--- config.mk ---
export PLATFORM = sky130hd
export DESIGN_NAME = mac8_feeder
export DESIGN_NICKNAME = d
export VERILOG_FILES = /design/src/rtl/mac8_feeder.sv
export SDC_FILE = /design/constraint.sdc
export NUM_CORES = 2
export LEC_CHECK = 0
export ABC_CLOCK_PERIOD_IN_PS = 34100
export CORE_MARGIN = 3
export CORE_UTILIZATION = 55
export CTS_BUF_LIST = sky130_fd_sc_hd__clkbuf_16
export CTS_CLUSTER_SIZE = 25
export DETAILED_ROUTE_END_ITERATION = 16
export PLACE_DENSITY = 0.8
export SLEW_MARGIN = 30
export SYNTH_ARGS = -nofsm -noshare
export SYNTH_HDL_FRONTEND = slang
export SYNTH_SLANG_ARGS = --single-unit
--- constraint.sdc ---
create_clock -name clk -period 34.1 [get_ports clk]
set_clock_uncertainty 0.2 [all_clocks]
set_input_delay 6.82 -clock clk [delete_from_list [all_inputs] [get_ports clk]]
set_output_delay 6.82 -clock clk [all_outputs]
set_load 0.05 [all_outputs]
--- src/rtl/mac8_feeder.sv ---
// mac8_feeder: sequences A/B operands into an N-lane skewed MAC array and captures C = A*B
module mac8_feeder #(
  parameter int DATA_WIDTH = 8,
  parameter int N = 8,
  localparam int AW = $clog2(N),
  localparam int TW = $clog2(2 * N),
  localparam int CW = 3 * DATA_WIDTH
) (
  input  logic                  clk,
  input  logic                  rst,
  input  logic                  a_wr_en,
  input  logic [AW-1:0]         a_wr_row,
  input  logic [AW-1:0]         a_wr_col,
  input  logic [DATA_WIDTH-1:0] a_wr_data,
  input  logic                  b_wr_en,
  input  logic [AW-1:0]         b_wr_idx,
  input  logic [DATA_WIDTH-1:0] b_wr_data,
  input  logic                  start,
  output logic                  busy,
  output logic                  done,
  output logic                  En_in,
  output logic                  Clr_in,
  output logic [DATA_WIDTH-1:0] b_in,
  output logic [DATA_WIDTH-1:0] a_in [0:N-1],
  input  logic [CW-1:0]         c_in [0:N-1],
  output logic [CW-1:0]         c_res [0:N-1]
);
  typedef enum logic [1:0] {IDLE, CLEAR, RUN, CAPTURE} state_t;
  state_t state, nxt;
  logic [TW-1:0] t;
  logic [DATA_WIDTH-1:0] a_mem [0:N-1][0:N-1];
  logic [DATA_WIDTH-1:0] b_mem [0:N-1];
  // one CLEAR cycle, 2N RUN cycles, one CAPTURE cycle, then back to IDLE
  always_comb begin
    nxt = state == IDLE ? (start ? CLEAR : IDLE) :
          state == CLEAR ? RUN :
          state == RUN ? (t == TW'(2 * N - 1) ? CAPTURE : RUN) : IDLE;
  end
  // stage-0 array controls and the B stream for the first N run cycles
  always_comb begin
    busy = state != IDLE;
    Clr_in = state == CLEAR;
    En_in = state == RUN && t < TW'(N);
    b_in = En_in ? b_mem[t[AW-1:0]] : '0;
  end
  // lane g needs A[g][k] exactly when B[k] reaches it, g+1 cycles after issue
  for (genvar g = 0; g < N; g++) begin : g_lane
    logic [TW:0] d;
    assign d = {1'b0, t} - (TW + 1)'(g + 1);
    assign a_in[g] = state == RUN && d < (TW + 1)'(N) ? a_mem[g][d[AW-1:0]] : '0;
  end
  // state, run counter, done pulse, host-written operands and captured results
  always_ff @(posedge clk or posedge rst) begin
    if (rst) begin
      state <= IDLE;
      t <= '0;
      done <= 1'b0;
      for (int i = 0; i < N; i++) begin
        b_mem[i] <= '0;
        c_res[i] <= '0;
        for (int j = 0; j < N; j++) a_mem[i][j] <= '0;
      end
    end else begin
      state <= nxt;
      t <= state == RUN ? t + 1'b1 : '0;
      done <= state == CAPTURE;
      if (state == IDLE && a_wr_en) a_mem[a_wr_row][a_wr_col] <= a_wr_data;
      if (state == IDLE && b_wr_en) b_mem[b_wr_idx] <= b_wr_data;
      if (state == CAPTURE) c_res <= c_in;
    end
  end
endmodule

# == Word level (Yosys, flattened, before mapping) ==
# Cells that the tools add are included.
# Widths: inputs -> output; s select.
# word_totals
elab_cells,198
out_inout_bits,268
inputBits,222
regBits,775
# classes
n_addsub,9
n_mux,50
n_reduce_logical,16
n_eq_ne,4
n_bitwise,12
magnitude_cmp,24
# ops
op,n
$bwmux 512,1
$mux 8,29
$bmux 8 s3,9
$demux 64 s3,1
$bwmux 64,1
$mux 64,1
$demux 8 s3,2
$ge 4x4->1 const B,12
$not 3->4,12
$lt 5x4->1 const B,8
$sub 4x3->5 const B,4
$logic_and 1x1->1,14
$lt 4x1->1 const B,3
$sub 4x2->5 const B,2
$mux 2,3
$sub 4x1->5 const B,1
$sub 4x4->5 const B,1
$add 4x1->4 const B,1
$eq 2x2->1 const B,2
$eq 4x4->1 const B,1
$lt 4x4->1 const B,1
$mux 4,1
$eq 2x1->1 const B,1
$logic_not 2->1,1
other kinds (2),3

# == Depth between registers and ports, before layout ==
# depth
depth_word,8
mapped_depth,10
mapped_depth_nobuf,6

# == Worst setup path before layout ==
# OpenSTA, ideal clock, no wires.
# synth_path
kind,register -> output
start,register t[0]
end,output a_in[31] (netlist bit)
t_arrival_ps,3693
path_stages_with_launch,10
n_path_buf,5
required_time_ps,27080
slack_ps,23387
cell_sequence,dfrtp_1 -> buf_2 -> buf_2 -> clkinv_1 -> clkbuf_1 -> ha_1 -> clkbuf_1 -> clkbuf_1 -> a2111oi_0 -> nor4_1
# synth_rtl
element,line,text
from (decl),30,logic [TW-1:0] t;
from (signal assigned),65,t <= state == RUN ? t + 1'b1 : '0;
to (decl),24,"output logic [DATA_WIDTH-1:0] a_in [0:N-1],"

==> results by group <==
Status
  • Status: finished clean

Synth
  • Synth area leaders: dfrtp_1, mux2_2, mux4_2
  • Top FF cell, synth: dfrtp_1
  • Synth area leader: dfrtp_1
  • Avg Synthesized Cell Area: 15.6 sq um
  • FFs w/ async S/R, synth: 100%
  • Post-synth EDFFs: 0
  • Syn_nets: approximately 2400
  • Post-synthesis cell type count: 50
  • Sequential fraction of the synthesis area: 56.7%
  • Warnings, synthesis: 0
  • Synth Instances: 2199
  • Post-synthesis register bit count: 775
  • Count leader, synth: dfrtp_1
  • Syn Std Cell Area: 34200 sq um
  • Post-synth top area share: a little under three fifths
  • Commonest cells post-synth: dfrtp_1, mux2_2, mux4_2, nand2_1, clkbuf_1

Detailed routing
  • Routed vias/inst: 5.82
  • DR pass1 iterations: 4
  • Wirelength, routed: around 90 mm
  • Avg WL per Cell: 25.3 microns
  • Via count: 20678
  • DR iter-0 viols: 1264
  • Drt drc: 0
  • Antenna Violating Nets Remaining: 0

Clocking
  • Clk_lat worst skew: 0.61 ns
  • Post CTS Setup Buffer Count: 0
  • Worst-path clk slew: around 0.06 ns
  • Hold Buf Count CTS: 0
  • Htree depth: 3
  • Clock tree buffer depth: 3
  • Total CTS buffers: 82
  • Clock sink count: approximately 780
  • CTS tree: yes
  • Root Buffer: clkbuf_16
  • Post-CTS Resized: 0

Worst setup path
  • CP Cell Sequence: inv_1 > ha_2 > buf_4 > mux4_2 > nor2_1 > nor4_1 > clkdlybuf4s50_1
  • CP Max Fanout: about 50
  • Nature of the critical path startpoint: register
  • R2R setup slack: 30.62 ns
  • CP max stage delay: 0.91 ns
  • Arrival time at the worst endpoint: 5.07 ns
  • Top delay family on crit path: buffers and inverters
  • Slowest CP cell: clkdlybuf4s50_1
  • CP Data Required Time: roughly 27 ns
  • Worst path buffer plus inverter count: 3
  • Crit Path Class: reg -> out
  • CP endpoint kind: output pin

Placement
  • Port Buffer Count: 489
  • Placed inst area: around 40000 sq um
  • GP Congestion: 0.914
  • Pre-CTS setup slack: 22.62 ns
  • Dpl cells: 3404
  • HPWL after detailed placement: roughly 60 mm

Floorplan
  • IO Pins: 490
  • Die height: 255 microns
  • Rows: 90
  • Die area: 65300 sq um
  • Starting Density: 56.2%
  • Die W: 255 microns
  • Core footprint: 60900 sq um

STA
  • RSZ-0062 raised after global routing: no
  • Period utilization: 35.5%
  • Hold WS: 0.295 ns
  • Slew @ Worst Pin: approximately 1.0 ns
  • Slew margin rel.: 31.8%
  • Fmax achieved: between 80 and 90 MHz
  • Slew Viols, Final: 0
  • Setup TNS Final: 0 ns
  • Worst setup margin: 22.01 ns
  • Endpoints failing hold: 0
  • # setup viols final: 0
  • Min Tclk post-route: 12.09 ns

GRT
  • Pin count of the biggest net entering global routing: approximately 130
  • First-pass GRT wire length: about 140 mm
  • Overflow after GRT: 0
  • Total track usage: about 28%
  • Antenna violations before repair: 2
  • Vias in the first global route: 22918

Pwr
  • Switching Fraction: 37.3%
  • Power density cells: 81.1 nW/um^2
  • Power share of the sequential group: 36.8%
  • Leak: 19.0 nW
  • Internal power: 2.16 mW
  • VDD IR-drop max: 115 uV
  • Gate power share: about two fifths
  • Clock network fraction of design power: about a quarter
  • Switch Pwr: around 1.3 mW
  • Overall power: 3.44 mW

Finish
  • Design area: 42400 sq um
  • Finished Core Util: 69.7%
  • Fin nets: 2898
  • Layout area overhead: 24.0%
  • Proportion of layout cells with a drive suffix above 1: 41.7%
  • Final std cells w/o fill: 3553

Run
  • Max-Cap Viols: 0

Min path
  • Type of the worst min-delay path: reg -> reg
==> area by class of cell <==
type / count / area (sq um)
Clock inverter: 61 / 420
Antenna cell: 1 / 2.50
Fill cell: 4113 / 18500
Timing Repair Buffer: 517 / 5130
Sequential cell: 775 / 19400
Clock buffer: 86 / 2150
Inverter: 12 / 57.6
Multi-Input combinational cell: 1273 / 14200
Tap cell: 828 / 1040
==> state kept, by name (all words and copies together), names as in the netlist <==
| register | count |
|---|---|
| b_mem | 64 |
| c_res | 192 |
| done | 1 |
| t | 4 |
| a_mem | 512 |
| state | 2 |
==> layer usage <==
layer  global-route usage [%]  wire length (microns)  share of wire [%]  up-vias
met2                     47.3                  46300                 52      579
li1                         -                      -                  -     8910
met1                     35.8                  36300                 40    11044
met5                        0                     13              0.014        -
met4                     7.55                   2260                2.5        2
met3                     6.05                   5050                5.6      143
==> layout by cell type, fill, tap and decap left out, drive strengths merged, types with 2 or more instances in the layout <==
cell	netlist	layout
nor2	78	78
or3b	4	4
or3	4	4
ha	15	15
clkdlybuf4s50	0	481
nand2b	3	3
nand3	7	7
nor3b	4	4
mux2i	16	16
buf	51	36
nand3b	4	4
inv	11	21
and2	5	5
nor2b	2	2
xnor2	5	5
xor2	2	2
a21boi	2	2
clkinv	1	45
bufinv	0	6
o21ai	5	5
mux2	768	768
dfrtp	775	775
mux4	143	143
and3	3	3
nand4	2	2
clkbuf	88	86
nand2	135	135
a21oi	57	57
==> logic make-up (layout without fill, tap and decap cells) <==
family,count (synthesis),count (layout),share of synthesized area (%)
AOI/OAI and AO/OA,67,67,1.03
DFF,775,775,56.7
adders and majority gates,15,15,0.548
other,0,1,0
buffers and inverters,151,676,1.86
and+or+nand+nor,257,257,4.46
xor gates and xnor gates,7,7,0.201
muxes,927,927,35.2
==> path summary, 6_finish.rpt <==
check,start,end,cells after the start
worst max-delay path,t[1],a_in[31],7
worst min-delay path,a_mem[52],a_mem[52],1
worst max register to register,state[0],c_res[68],5
worst min register to register,a_mem[52],a_mem[52],1
max in group asynchronous,rst,b_mem[20],5
min in group asynchronous,rst,c_res[69],2
==> power by group through the flow <==
stage	clock network, mW	logic (mW)	registers, mW
global placement	0	1.30	1.26
floorplan	0	0.490	1.65
finish	0.862	1.31	1.26
detailed placement	0	1.32	1.28
CTS	0.877	1.32	1.27
global route	0.915	1.37	1.29
(Power assumes the default switching activity.)
